## src/rtl/seg7_pkg.sv

```systemverilog
// Shared 7-segment definitions: segment bit positions, scan FSM states,
// and the hex glyph encodings (bit6=a .. bit0=g, active-high).
package seg7_pkg;

    localparam int SEG_A = 6;
    localparam int SEG_B = 5;
    localparam int SEG_C = 4;
    localparam int SEG_D = 3;
    localparam int SEG_E = 2;
    localparam int SEG_F = 1;
    localparam int SEG_G = 0;

    typedef enum logic {
        BLANK = 1'b0,
        SHOW  = 1'b1
    } scan_state_e;

    localparam logic [6:0] HEX_0 = 7'h7E;
    localparam logic [6:0] HEX_1 = 7'h30;
    localparam logic [6:0] HEX_2 = 7'h6D;
    localparam logic [6:0] HEX_3 = 7'h79;
    localparam logic [6:0] HEX_4 = 7'h33;
    localparam logic [6:0] HEX_5 = 7'h5B;
    localparam logic [6:0] HEX_6 = 7'h5F;
    localparam logic [6:0] HEX_7 = 7'h70;
    localparam logic [6:0] HEX_8 = 7'h7F;
    localparam logic [6:0] HEX_9 = 7'h7B;
    localparam logic [6:0] HEX_A = 7'h77;
    localparam logic [6:0] HEX_B = 7'h1F;
    localparam logic [6:0] HEX_C = 7'h4E;
    localparam logic [6:0] HEX_D = 7'h3D;
    localparam logic [6:0] HEX_E = 7'h4F;
    localparam logic [6:0] HEX_F = 7'h47;

endpackage

```

## src/rtl/hex7seg.sv

```systemverilog
// Combinational hex nibble to 7-segment glyph decoder (a..g, active-high).
module hex7seg
    import seg7_pkg::*;
(
    input  logic [3:0] nib_i,
    output logic [6:0] seg_o
);

    // Glyph lookup; lower-case b and d keep them distinct from 8 and 0.
    always_comb begin
        seg_o = 7'h00;
        case (nib_i)
            4'h0: seg_o = HEX_0;
            4'h1: seg_o = HEX_1;
            4'h2: seg_o = HEX_2;
            4'h3: seg_o = HEX_3;
            4'h4: seg_o = HEX_4;
            4'h5: seg_o = HEX_5;
            4'h6: seg_o = HEX_6;
            4'h7: seg_o = HEX_7;
            4'h8: seg_o = HEX_8;
            4'h9: seg_o = HEX_9;
            4'hA: seg_o = HEX_A;
            4'hB: seg_o = HEX_B;
            4'hC: seg_o = HEX_C;
            4'hD: seg_o = HEX_D;
            4'hE: seg_o = HEX_E;
            4'hF: seg_o = HEX_F;
            default: seg_o = 7'h00;
        endcase
    end

endmodule

```

## src/rtl/seg7_scan_ctrl.sv

```systemverilog
// Multiplexed 7-segment scan controller. A load strobe captures the value
// into a shadow register; the display register copies the shadow only when
// the scan re-enters digit 0, so a frame never shows a mix of two values.
// Each digit gets BLANK_CYCLES of dead time, then DWELL_CYCLES lit.
module seg7_scan_ctrl
    import seg7_pkg::*;
#(
    parameter int DIGITS         = 2,
    parameter int DWELL_CYCLES   = 4096,
    parameter int BLANK_CYCLES   = 64,
    parameter int EN_ACTIVE_HIGH = 1
) (
    input  logic                      clk,
    input  logic                      rst,
    input  logic [4*DIGITS-1:0]       value,
    input  logic [DIGITS-1:0]         dp_in,
    input  logic                      load,
    output logic [6:0]                seg,
    output logic                      dp,
    output logic [DIGITS-1:0]         en,
    output logic [$clog2(DIGITS)-1:0] digit_idx,
    output logic                      frame_done
);

    localparam int IW   = $clog2(DIGITS);
    localparam int CMAX = (DWELL_CYCLES > BLANK_CYCLES) ? DWELL_CYCLES : BLANK_CYCLES;
    localparam int CW   = $clog2(CMAX) + 1;

    localparam logic [CW-1:0]     DWELL_LAST = CW'(DWELL_CYCLES - 1);
    localparam logic [CW-1:0]     BLANK_LAST = CW'(BLANK_CYCLES - 1);
    localparam logic [IW-1:0]     IDX_LAST   = IW'(DIGITS - 1);
    // Enable pattern with every digit off, in board polarity.
    localparam logic [DIGITS-1:0] EN_OFF     = {DIGITS{(EN_ACTIVE_HIGH == 0)}};
    localparam logic [DIGITS-1:0] EN_ONE     = DIGITS'(1);

    scan_state_e         state_q, state_d;
    logic [CW-1:0]       cnt_q, cnt_d;
    logic [IW-1:0]       idx_q, idx_d;
    logic [4*DIGITS-1:0] shadow_val_q;
    logic [DIGITS-1:0]   shadow_dp_q;
    logic [4*DIGITS-1:0] disp_val_q, disp_val_d;
    logic [DIGITS-1:0]   disp_dp_q, disp_dp_d;
    logic [6:0]          seg_q, seg_d;
    logic                dp_q, dp_d;
    logic [DIGITS-1:0]   en_q, en_d;
    logic                fd_q, fd_d;

    logic [3:0]          cur_nib;
    logic [6:0]          cur_glyph;

    assign cur_nib = disp_val_q[{idx_q, 2'b00} +: 4];

    hex7seg u_dec (
        .nib_i (cur_nib),
        .seg_o (cur_glyph)
    );

    // Shadow capture: last load before the frame boundary wins.
    always_ff @(posedge clk or posedge rst) begin
        if (rst) begin
            shadow_val_q <= '0;
            shadow_dp_q  <= '0;
        end else if (load) begin
            shadow_val_q <= value;
            shadow_dp_q  <= dp_in;
        end
    end

    // Next-state, display swap and next output pattern. Outputs are computed
    // from the next state so seg/en switch on the same edge as the state.
    always_comb begin
        state_d    = state_q;
        cnt_d      = cnt_q + 1'b1;
        idx_d      = idx_q;
        disp_val_d = disp_val_q;
        disp_dp_d  = disp_dp_q;
        fd_d       = 1'b0;
        seg_d      = 7'h00;
        dp_d       = 1'b0;
        en_d       = EN_OFF;
        case (state_q)
            BLANK: begin
                if (cnt_q == BLANK_LAST) begin
                    state_d = SHOW;
                    cnt_d   = '0;
                end
            end
            SHOW: begin
                if (cnt_q == DWELL_LAST) begin
                    state_d = BLANK;
                    cnt_d   = '0;
                    if (idx_q == IDX_LAST) begin
                        // Frame boundary: old shadow becomes visible; a load
                        // on this same edge lands in the shadow for next time.
                        idx_d      = '0;
                        fd_d       = 1'b1;
                        disp_val_d = shadow_val_q;
                        disp_dp_d  = shadow_dp_q;
                    end else begin
                        idx_d = idx_q + 1'b1;
                    end
                end
            end
            default: begin
                state_d = BLANK;
                cnt_d   = '0;
            end
        endcase
        // The index only moves on SHOW->BLANK, so idx_q is the lit digit.
        if (state_d == SHOW) begin
            seg_d = cur_glyph;
            dp_d  = disp_dp_q[idx_q];
            en_d  = EN_OFF ^ (EN_ONE << idx_q);
        end
    end

    // Scan state, counters, display buffer and registered outputs.
    always_ff @(posedge clk or posedge rst) begin
        if (rst) begin
            state_q    <= BLANK;
            cnt_q      <= '0;
            idx_q      <= '0;
            disp_val_q <= '0;
            disp_dp_q  <= '0;
            seg_q      <= 7'h00;
            dp_q       <= 1'b0;
            en_q       <= EN_OFF;
            fd_q       <= 1'b0;
        end else begin
            state_q    <= state_d;
            cnt_q      <= cnt_d;
            idx_q      <= idx_d;
            disp_val_q <= disp_val_d;
            disp_dp_q  <= disp_dp_d;
            seg_q      <= seg_d;
            dp_q       <= dp_d;
            en_q       <= en_d;
            fd_q       <= fd_d;
        end
    end

    assign seg        = seg_q;
    assign dp         = dp_q;
    assign en         = en_q;
    assign digit_idx  = idx_q;
    assign frame_done = fd_q;

endmodule
```

## config.mk

```make
export PLATFORM = sky130hd
export DESIGN_NAME = seg7_scan_ctrl
export DESIGN_NICKNAME = d
export VERILOG_FILES = /design/src/rtl/seg7_pkg.sv /design/src/rtl/hex7seg.sv /design/src/rtl/seg7_scan_ctrl.sv
export SDC_FILE = /design/constraint.sdc
export NUM_CORES = 1
export LEC_CHECK = 0
export ABC_AREA = 1
export BUFFER_PORTS_ARGS = -buffer_cell sky130_fd_sc_hd__buf_2
export CORE_MARGIN = 2
export CORE_UTILIZATION = 55
export DETAILED_ROUTE_END_ITERATION = 10
export MAX_ROUTING_LAYER = met4
export PLACE_DENSITY_LB_ADDON = 0.2
export SLEW_MARGIN = 10
export SYNTH_ARGS = -nofsm -noshare
export SYNTH_HDL_FRONTEND = slang
export SYNTH_HIERARCHICAL = 1
export SYNTH_SLANG_ARGS = --single-unit
```

## constraint.sdc

```tcl
create_clock -name clk -period 2.3 [get_ports clk]
set_input_delay 0.115 -clock clk [delete_from_list [all_inputs] [get_ports clk]]
set_output_delay 0.115 -clock clk [all_outputs]
set_load 0.03 [all_outputs]
```

# Word level (Yosys, flattened, before mapping)
# Memories as Yosys holds them, arrays and structs flattened.
# Index checks and enable logic that the tools add are counted.
totals:
  register_bits: 46
  mem_bits_ro: 112
  in_bits: 13
  output_inout_bits: 12
  word_cells: 37
  memories: 1
mem_list:
  columns: ["name", "words", "width", "rd", "rd_clocked_by_memory_dff", "wr", "line_no", "text"]
  rows:
  - ["(name not given)", 16, 7, 1, 0, 0, "hex7seg.sv:12", "case (nib_i)"]
op_classes:
  addsub: 2
  magnitude_cmp: 1
  n_eq_ne: 2
  n_shift: 2
  mux: 15
  n_bitwise: 1
  n_reduce_logical: 2
ops:
  columns: ["cell", "count"]
  rows:
  - ["$mux W13", 2]
  - ["$pmux W13 S2", 1]
  - ["$add A13 B1 Y13 const B", 1]
  - ["$eq A13 B12 Y1 const B", 1]
  - ["$eq A13 B6 Y1 const B", 1]
  - ["$mux W1", 9]
  - ["$shiftx A8 B4 Y4", 1]
  - ["$mux W7", 1]
  - ["$reduce_and A3 Y1", 1]
  - ["$lt A1 B2 Y1 const B", 1]
  - ["$mux W2", 1]
  - ["$pmux W1 S2", 1]
  - ["$reduce_and A2 Y1", 1]
  - ["$shl A1 B1 Y2 const A", 1]
  - ["$add A1 B1 Y1 const B", 1]
  - ["$not A1 Y1", 1]

# Depth between registers and ports, before layout
# Gate-level depths: netlist of run 1.
depth:
  ltp_word: 4
  ltp_mapped: 13
  ltp_nobuf: 12

# By module
# Netlist of run 1, hierarchy kept.
modules_own_cells:
  columns: ["module", "n_inst", "cells_each", "area_each_um2", "seq_area_each_um2"]
  rows:
  - ["seg7_scan_ctrl", 1, 230, 2125.8, 1151.1]
  - ["hex7seg", 1, 52, 270.3, 0.0]

# Worst setup path before layout of run 1
# OpenSTA, ideal clock, no wires.
synth_timing:
  kind: "register -> register"
  startpoint: "register idx_q (netlist: digit_idx)"
  endpoint: "register seg_q[3] (netlist: seg[3])"
  setup_ns: 0.116
  t_arrival_ns: 1.681
  slack_ns: 0.503
  stages_incl_launch_ff: 13
  n_path_buf: 1
  period_less_slack_ns: 1.797
  path_cell_list: "dfrtp_1 buf_6 inv_1 nand2_1 nand2_1 inv_1 ha_1 nand2_1 o21ai_0 nand2_1 nand2_1 inv_1 nor2_2"
synth_between:
  elab_chain_len: 3
synth_lines:
  columns: ["element", "line_no", "text"]
  rows:
  - ["start, declared", "seg7_scan_ctrl.sv:38", "logic [IW-1:0] idx_q, idx_d;"]
  - ["start signal, assigned", "seg7_scan_ctrl.sv:132", "idx_q <= idx_d;"]
  - ["$shiftx A8 B4 Y4", "seg7_scan_ctrl.sv:51", "assign cur_nib = disp_val_q[{idx_q, 2'b00} +: 4];"]
  - ["net cur_nib[0]", "seg7_scan_ctrl.sv:48", "logic [3:0] cur_nib;"]
  - ["$mem_v2 Z16 W7", null, null]
  - ["net cur_glyph[3]", "seg7_scan_ctrl.sv:49", "logic [6:0] cur_glyph;"]
  - ["$mux W7", "seg7_scan_ctrl.sv:110", "if (state_d == SHOW) begin"]
  - ["net seg_d[3]", "seg7_scan_ctrl.sv:43", "logic [6:0] seg_q, seg_d;"]
  - ["end signal, assigned", "seg7_scan_ctrl.sv:135", "seg_q <= seg_d;"]
  - ["end, declared", "seg7_scan_ctrl.sv:43", null]
# The timed path passes the listed nets, and every way through them passes these cells.
# A chain may end at the register's enable or synchronous reset.

# Worst setup path after layout of run 1
# Same ends and word-level chain as after synthesis.

==> flow_results.org, run 1 <==
** Worst setup path
- Reg-to-reg critical path startpoint :: digit_idx$_DFFE_PP0P_
- Data on the critical path arrives at its endpoint at 2.03 ns.
- The largest single stage delay on the critical path is 0.50 ns.
- Critical path endpoint category :: flop
- The worst setup path is launched from a flop.
- The largest individual stage delay along the critical path comes from the cell sky130_fd_sc_hd__dfrtp_1.
- Launch point of the worst path :: digit_idx$_DFFE_PP0P_
- STA puts the critical path data required time at ~2.5 ns.
- Logic depth of the worst path, buffers included :: 11
- Together, buffers and inverters on the worst path number 3.
- Counting stages on the worst path, the most repeated cell is sky130_fd_sc_hd__nand2_1.
- List of cells traversed by the critical path :: inv_1, nand2_1, nand2_1, inv_1, ha_1, nand2_1, o21ai_0, nand2_1, nand2_1, inv_1, nor2_2
- By startpoint and endpoint, the worst setup path is classified as reg -> reg.
- Across all register-to-register paths, the minimum setup slack is around 0.46 ns.
- Measured in cells, the most critical reg-to-reg path has a length of 11.
- Endpoint of the worst-slack reg-to-reg timing path :: seg[3]$_DFF_PP0_
- Worst Path Max Fanout :: 10
- The most critical setup path has its endpoint at seg[3]$_DFF_PP0_.
- Broken down by cell family, the worst path's largest delay share belongs to flip-flops.

** STA
- For the pin with the worst max-slew slack, the measured transition is 0.568 ns.
- Slew margin rel. :: 62.1%
- Fmax achieved :: 544 MHz
- Setup repair after global routing missed its margin :: false
- Number of hold violations in the final report :: 0
- Setup TNS :: 0 ns
- Final-report setup violation count :: 0
- Post-layout minimum cycle time :: 1.84 ns
- Crit share post-route :: between 70% and 80%
- The max-slew violation total from the final report is 0.
- Worst hold margin :: 0.0456 ns
- Clock skew after layout :: 0.0123 ns

** Placed design
- Final RePlAce weighted congestion :: between 0.9 and 1
- Number of buffers added on ports :: 24
- Placed wire-length estimate after detailed placement :: 2860 um

** Yosys
- Number of register bits inferred by synthesis :: 46
- Cell area after synthesis :: about 0.0024 mm2
- Syn avg cell area :: 8.50 um2
- Synthesized instance count :: around 280
- Post-Synthesis Net Count :: roughly 300
- Synthesis instantiated 25 different standard cells from the library.
- The Yosys step of the flow raised 6 warnings.
- Sequential-to-total area share from yosys stat :: ~48%

** Die
- Core Rows :: 24
- The floorplan step defined a die boundary enclosing 0.00490 mm2.
- The die is 70.0 um tall.
- Die extent in x :: 70.0 um
- Core Region :: roughly 0.0043 mm2
- I/O Pins :: 25
- Initial cell density of the core :: 56.2%

** Drt
- Detailed router's first-iteration violation count :: 93
- Met1 layer wirelength in the final routing :: 1850 um
- DR vias :: 1773
- Number of detailed-routing iterations run before antenna repair :: 4
- Met2 layer wire length in the routed design :: 1860 um
- After detailed routing, the average wire length per cell comes to about 11 um.
- After detailed routing, the number of remaining DRC violations is 0.
- Highest signal layer in the routed design :: met4
- Final antenna-violating net count :: 0
- Post-detailed-route via-to-cell ratio :: 4.91
- Summed over all layers, the routed wires come to 3920 um.
- Summed over all nets, wire length on met3 after detailed routing comes to 133 um.

** Pwr
- The internal power of the cells totals 0.00117 W.
- In this run the power spent charging and discharging nets is 0.000307 W.
- Combinational logic is responsible for 3.3% of the overall power.
- Fraction of power consumed by the clock network :: 40.3%
- Of the total power, registers draw approximately 56%.
- Summed over all cells, the static leakage comes to 1.48 nW.
- IR analysis of the VDD net gives a maximum drop of between 0.4 and 0.5 mV.
- Total power for the finished layout comes to 0.00148 W.
- PD cells :: 559 mW/mm2
- Net switching is 20.7% of the power.

** GRT
- For this run, the total global-route usage over all layers was measured as roughly 18%.
- Global-route wire length before repair :: 6920 um
- The initial antenna violation count was 0.
- For this run the aggregate overflow at the end of global routing stands at 0.
- The via count of the first global-routing pass was 1604.
- Entering global routing, the biggest net connects 47 pins.

** Clock tree
- Num CTS Buffers :: 5
- The root buffer cell chosen for the clock tree is sky130_fd_sc_hd__clkbuf_8.
- In this run the post-CTS setup repair buffer count came out at 0.
- Clk Latency, worst-skew pair :: 0.30 ns
- CTS-repair resized insts :: 0
- The longest clock path from root to sink contains 2 buffers.
- Clock Pin Slew Worst Setup and Hold Paths :: 0.09 ns
- Clock sink count :: 46
- CTS tree :: yes
- Maximum level of the CTS H-tree :: 2

** Cells and area
- Area Overhead vs Synth :: 10.6%
- Diode count :: 0
- Highest-count cells in the layout ignoring fill and taps :: sky130_fd_sc_hd__nand2_1 (84), sky130_fd_sc_hd__dfrtp_1 (46), sky130_fd_sc_hd__inv_1 (30)
- The library cell used most frequently in the layout, excluding fill and tap cells, is sky130_fd_sc_hd__nand2_1.
- After the last flow step, the layout net total stands at about 330.
- Cells with a size suffix above 1 make up 22.0% of the layout.
- Utilization after layout :: 62.1%

** Outcome
- The flow ran to the end, and the final reports show no timing, DRC or antenna violations.

** Worst hold path
- Hold Crit Class :: in -> reg
- Worst hold stages :: 2
- Worst Hold Launch :: value[4]

** Flow run
- Maxcap violations :: 0
==> cell usage after synthesis (all sizes together) <==
library cell  number  area share [%]
nand3             26             5.4
xor2               5             1.8
clkbuf             3            0.89
nor2              40             8.6
nand2             92              16
a21oi              1            0.21
o21a               1            0.31
dfrtp             46              48
nand4              4             1.0
mux2i              1            0.42
nor3               1            0.21
mux2              10             4.7
inv               34             5.3
buf                4             1.7
o21ai              5             1.0
ha                 8             4.2
xnor2              1            0.37
==> per-stage QoR <==
step / setup slack (ns) / instances / cell area [um2]
finish: 0.460 / 361 / 2650
global route: 0.247 / 361 / 2650
CTS: 0.449 / 361 / 2650
detailed placement: 0.491 / 352 / 2530
global placement: 0.556 / 352 / 2530
floorplan: 0.503 / 282 / 2400
==> power by group through the flow <==
| stage | sequential (W) | combinational [W] | clock (W) |
|---|---|---|---|
| after floorplan | 0.000848 | 0.0000328 | 0 |
| after detailed placement | 0.000851 | 0.0000498 | 0 |
| after global placement | 0.000850 | 0.0000478 | 0 |
| final | 0.000835 | 0.0000490 | 0.000597 |
| after CTS | 0.000835 | 0.0000511 | 0.000615 |
| after global routing | 0.000837 | 0.0000567 | 0.000648 |
==> worst min path at each step <==
stage | slack [ns] | endpoint
2_1_floorplan | 0.27 | shadow_dp_q[0]$_DFFE_PP0P_
3_3_place_gp | 0.29 | cnt_q[9]$_DFF_PP0_
3_5_place_dp | 0.29 | cnt_q[9]$_DFF_PP0_
4_1_cts | 0.03 | shadow_val_q[0]$_DFFE_PP0P_
5_1_grt | 0.03 | shadow_val_q[2]$_DFFE_PP0P_
6_report | 0.05 | shadow_val_q[4]$_DFFE_PP0P_
==> registers in the layout, indices dropped and copies added, names as in the netlist <==
signal / flops
cnt_q: 13
digit_idx: 1
disp_dp_q: 2
disp_val_q: 8
dp: 1
en: 2
frame_done: 1
seg: 7
shadow_dp_q: 2
shadow_val_q: 8
state_q: 1
==> area by class of cell <==
cell class	instances	area, um2
Clock buffer	5	68.8
Clock inverter	3	45.0
Multi-Input combinational cell	195	1050
Timing Repair Buffer	26	138
Fill cell	400	1610
Tap cell	52	65.1
Sequential cell	46	1150
Inverter	34	128
==> cells by family after synthesis <==
kind of cell             synth area share (%)
multiplexers                             5.12
AND/OR/NAND/NOR                          31.0
adder cells (fa/ha/maj)                  4.18
buffers and inverters                    7.94
AO/OA/AOI/OAI                            1.57
XOR/XNOR                                 2.19
flip-flops                               48.0
==> metal layers <==
layer | global-route usage, % | vias up
li1 | - | 919
met1 | 23.0 | 815
met2 | 28.7 | 32
met3 | 4.47 | 7
met4 | 7.48 | 0
met5 | - | -
==> what timing repair did <==
item	in CTS	in global routing
hold buffers	1	0
hold endpoints to repair	46	0
setup endpoints to repair	0	0
Note: power is estimated with default switching activity, not from simulation.
==> run 2, diff against run 1 <==
--- a/config.mk
+++ b/config.mk
@@ -5,7 +5,7 @@
 export SDC_FILE = /design/constraint.sdc
 export NUM_CORES = 1
 export LEC_CHECK = 0
-export ABC_AREA = 1
+export ABC_AREA = 0
 export BUFFER_PORTS_ARGS = -buffer_cell sky130_fd_sc_hd__buf_2
 export CORE_MARGIN = 2
 export CORE_UTILIZATION = 55
==> constraint.sdc (replaced) <==
create_clock -name clk -period 1.85 [get_ports clk]
set_input_delay 0.0925 -clock clk [delete_from_list [all_inputs] [get_ports clk]]
set_output_delay 0.0925 -clock clk [all_outputs]
set_load 0.03 [all_outputs]
==> run 2 against run 1 <==
Effect of this change: register-to-register slack worse by 0.42 ns; flip-flop and latch count unchanged; maximum frequency up 1.7%; cell count down 31%; highest routed layer unchanged; routed wire length down 10%; largest power group unchanged; critical path type unchanged; sequential power up 25%; first-iteration DRC count down 37%; synthesized cell count down 39%.
==> flow_results.org, run 2 <==
** STA
- Fmax achieved :: 553 MHz (+1.7%)
- The slew at the pin closest to its max-slew limit came to 0.774 ns (+0.206 ns).
- Total count of max-transition violations in the final report :: 0 (unchanged)
- Crit share post-route :: 97.8% (+18 points)
- The number of endpoints failing setup at the final stage is 0 (unchanged).
- Worst hold margin :: 0.0272 ns (-0.0185 ns)
- Setup repair after global routing missed its margin :: false
- Post-layout minimum cycle time :: 1.81 ns (-0.0307 ns)
- Slew margin rel. :: 48.1% (-14 points)
- Clock skew after layout :: 0.00648 ns (-0.00586 ns)
- Number of hold violations in the final report :: 0 (unchanged)

** Worst hold path
- Hold Crit Class :: in -> reg

** Clock tree
- The tree is rooted in a sky130_fd_sc_hd__clkbuf_8.
- The clock slew seen by the registers of the worst setup and hold paths is 0.09 ns (about the same).
- Clock sink count :: 46 (unchanged)
- Num CTS Buffers :: 5 (unchanged)
- The level count of the clock H-tree was 2 (unchanged).
- The clock insertion delay at the later pin of the skew report came to 0.30 ns (about the same).
- TritonCTS built the clock tree.
- Worst-case clock buffer depth :: 2 (unchanged)

** Worst setup path
- List of cells traversed by the critical path :: mux2_4, inv_4, ha_1, mux4_2, and2_1
- The data arrival time of the critical path was 2.01 ns (-0.02 ns).
- Worst Path Required :: 2.05 ns (-0.44 ns)
- The worst setup path is launched from a flop.
- Delay of the slowest critical-path stage :: 0.45 ns (-0.05 ns)
- Critical path endpoint category :: flop
- Worst Path Max Fanout :: 4 (-6)
- Master of the slowest instance on the critical path :: sky130_fd_sc_hd__mux4_2
- The critical path in this run is classified as reg -> reg.
- Reg-to-reg setup timing slack :: 0.04 ns (-0.42 ns)

** Drt
- The starting DRC count in detailed routing was 59 (-37%).
- Final antenna-violating net count :: 0 (unchanged)
- The DRC violation count after routing is 0 (unchanged).
- The average wire length per cell after detail routing was 14.2 um (+31%).
- Routed Wire Length :: 3530 um (-10%)
- Post-detailed-route via-to-cell ratio :: 5.41 (+10%)
- The total number of vias came to 1348 (-24%).
- The number of detailed-route iterations in the first pass came to 4 (unchanged).

** Flow run
- Maxcap violations :: 0 (unchanged)

** Die
- The placeable core region is 0.00374 mm2 (-12%).
- Die extent in x :: 67.1 um (-4.2%)
- The top-level port count is 25 (unchanged).
- The placement row count came to 22 (-8.3%).
- Overall die area :: 0.00450 mm2 (-8.2%)
- The y dimension of the die is 67.1 um (-4.2%).
- The initial core utilization came to 58.4% (+2.2 points).

** Cells and area
- In the final layout, the registers with the most flip-flops are cnt_q: 13 flops, disp_val_q: 8 flops, shadow_val_q: 8 flops.
- Final Cell Area :: 0.00253 mm2 (-4.6%)
- In the layout the commonest cells are sky130_fd_sc_hd__dfrtp_1 (45), sky130_fd_sc_hd__buf_2 (24), sky130_fd_sc_hd__mux2_2 (23).
- The fill cell instance count of the final layout came to 283 (-29%).
- The register with the most flip-flops in the final layout is cnt_q.
- Leaving out fill and tap cells, the most frequent cell in the layout is sky130_fd_sc_hd__dfrtp_1.
- The post-layout net count was 221 (-33%).
- Compared with the post-synthesis result, the final layout area differs by 15.6%.
- Flip-flop count of the largest register, all copies and words added :: 13 (unchanged)
- The filler-free cell count of the finished design is 249 (-31%).
- Diode count :: 0 (unchanged)
- Layout cell share with drive strength beyond 1 :: 38.3% (+16 points)

** Yosys
- Count of flip-flops with a built-in enable after synthesis :: 0 (unchanged)
- Synthesized instance count :: 171 (-39%)
- Sequential-to-total area share from yosys stat :: 52.6% (+4.6 points)
- Synth area leader :: sky130_fd_sc_hd__dfrtp_1
- The register bit count reported by yosys was 46 (unchanged).
- The number of library cell types mapped by synthesis was 37 (+48%).
- Flip-flop cell with the highest count after synthesis :: sky130_fd_sc_hd__dfrtp_1
- The net count after synthesis is 192 (-37%).
- The synthesized area was 0.00219 mm2 (-8.7%).
- In the synthesized netlist, the cells that appear most often are sky130_fd_sc_hd__dfrtp_1 (46), sky130_fd_sc_hd__mux2_2 (25), sky130_fd_sc_hd__and2_1 (12), sky130_fd_sc_hd__ha_1 (8), sky130_fd_sc_hd__nor2_1 (8).
- Synth async-reset ratio :: 100% (unchanged)
- Syn avg cell area :: 12.8 um2 (+51%)
- Warnings, synthesis :: 6 (unchanged)
- Sorting the synthesized cells by area gives the leading types as sky130_fd_sc_hd__dfrtp_1 (53%), sky130_fd_sc_hd__mux2_2 (13%), sky130_fd_sc_hd__ha_1 (4.6%).
- By instance count, the leading cell after synthesis is sky130_fd_sc_hd__dfrtp_1.
- Share of the synthesized area in the top cell type :: 52.6% (+4.6 points)

** Pwr
- Leakage :: 1.22 nW (-17%)
- The power density over the cells came to 792 mW/mm2 (+42%).
- The worst-case vdd ir drop was 0.449 mV (+2.3%).

** GRT
- Antenna violations before repair :: 0 (unchanged)
- The aggregate global routing overflow is 0 (unchanged).
- The combined global-route utilization of all metal layers came to 19.1% (+0.79 points).
- The via count of the first global-routing pass came to 1387 (-14%).
- Global-route wire length before repair :: 6090 um (-12%)
- Maximum number of pins on one net before global-route repair :: 27 (-43%)

** Placed design
- The placed cell area was 0.00236 mm2 (-6.4%).
- The count of input and output buffers came to 24 (unchanged).
- Placed wire-length estimate after detailed placement :: 2600 um (-9.0%)
- Final RePlAce weighted congestion :: 0.864 (-9.0%)
- The total instance count after detailed placement was 240 (-32%).

** Outcome
- Outcome :: finished clean
run 2: cell count changes after synthesis, sizes merged, moves of 2 or more:
| cell | previous run | this run |
|---|---|---|
| and2 | 0 | 13 |
| nor2 | 40 | 8 |
| xnor2 | 1 | 5 |
| nor3 | 1 | 3 |
| nand2 | 92 | 5 |
| o21ai | 5 | 0 |
| a21oi | 1 | 4 |
| inv | 34 | 6 |
| nand3 | 26 | 8 |
| mux2 | 10 | 29 |
| and3 | 0 | 4 |
| nor2b | 0 | 3 |
run 2: kinds of logic after synthesis:
family / after synthesis / synth area share [%]
AO/OA/AOI/OAI: 8 / 2.57
XOR/XNOR: 11 / 4.40
adder cells (fa/ha/maj): 8 / 4.58
buffers and inverters: 13 / 3.66
flip-flops: 46 / 52.6
multiplexers: 32 / 17.7
AND/OR/NAND/NOR: 53 / 14.4
run 2: what timing repair did:
| action | in CTS | in global routing |
|---|---|---|
| hold buffers | 1 | 0 |
| setup buffers | 0 | 0 |
| setup endpoints to repair | 0 | 1 |
| resized for setup | 0 | 1 |
| endpoints found under the hold margin | 20 | 0 |
run 2: worst paths after layout:
kind,startpoint,to,cells past startpoint
min reg2reg,cnt_q[0]$_DFF_PP0_,cnt_q[0]$_DFF_PP0_,1
max reg2reg,digit_idx$_DFFE_PP0P_,seg[3]$_DFF_PP0_,5
max,digit_idx$_DFFE_PP0P_,seg[3]$_DFF_PP0_,5
min,value[3],shadow_val_q[3]$_DFFE_PP0P_,2
max in group asynchronous,rst,digit_idx$_DFFE_PP0P_,4
min in group asynchronous,rst,seg[2]$_DFF_PP0_,3
run 2: report_power, final:
group	total [W]	internal [W]	switching (W)
logic	0.0000652	0.0000341	0.0000310
registers	0.00104	0.00103	0.0000133
clock network	0.000898	0.000576	0.000322
run 2: area by class of cell:
cell class                      instances  area, um2  share of cell area (%)
Clock buffer                            6       82.6                    3.27
Sequential cell                        46       1150                    45.6
Inverter                                6       27.5                    1.09
Multi-Input combinational cell        112        972                    38.5
Clock inverter                          2       60.1                    2.38
Timing Repair Buffer                   29        173                    6.83
Tap cell                               48       60.1                    2.38
run 2: through the flow:
| step | worst slack [ns] | total power (W) | TNS (ns) | utilization, % |
|---|---|---|---|---|
| 4_1_cts | 0.0433 | 0.00203 | 0 | 67.2 |
| 6_report | 0.0409 | 0.00200 | 0 | 67.5 |
| 2_1_floorplan | -0.123 | 0.00109 | -0.123 | - |
| 3_5_place_dp | 0.0517 | 0.00113 | 0 | 63.2 |
| 5_1_grt | 0.00251 | 0.00209 | 0 | 67.5 |
| 3_3_place_gp | 0.0888 | 0.00112 | 0 | 63.2 |
run 2: routing by layer:
metal  global-route usage [%]  routed length, um  up-vias
li1                         -                  -      645
met1                     21.6               1580      661
met3                     5.74                173        7
met2                     31.3               1710       35
met4                     8.42                 63        0
met5                        -                  0        -
run 2: worst max-delay path, delay by kind of cell, from the launching register on:
kind	cells	cell delay, ns
fa+ha+maj	1	0.24
simple gates	1	0.14
flops	1	0.44
mux	2	0.81
buf+inv	1	0.08
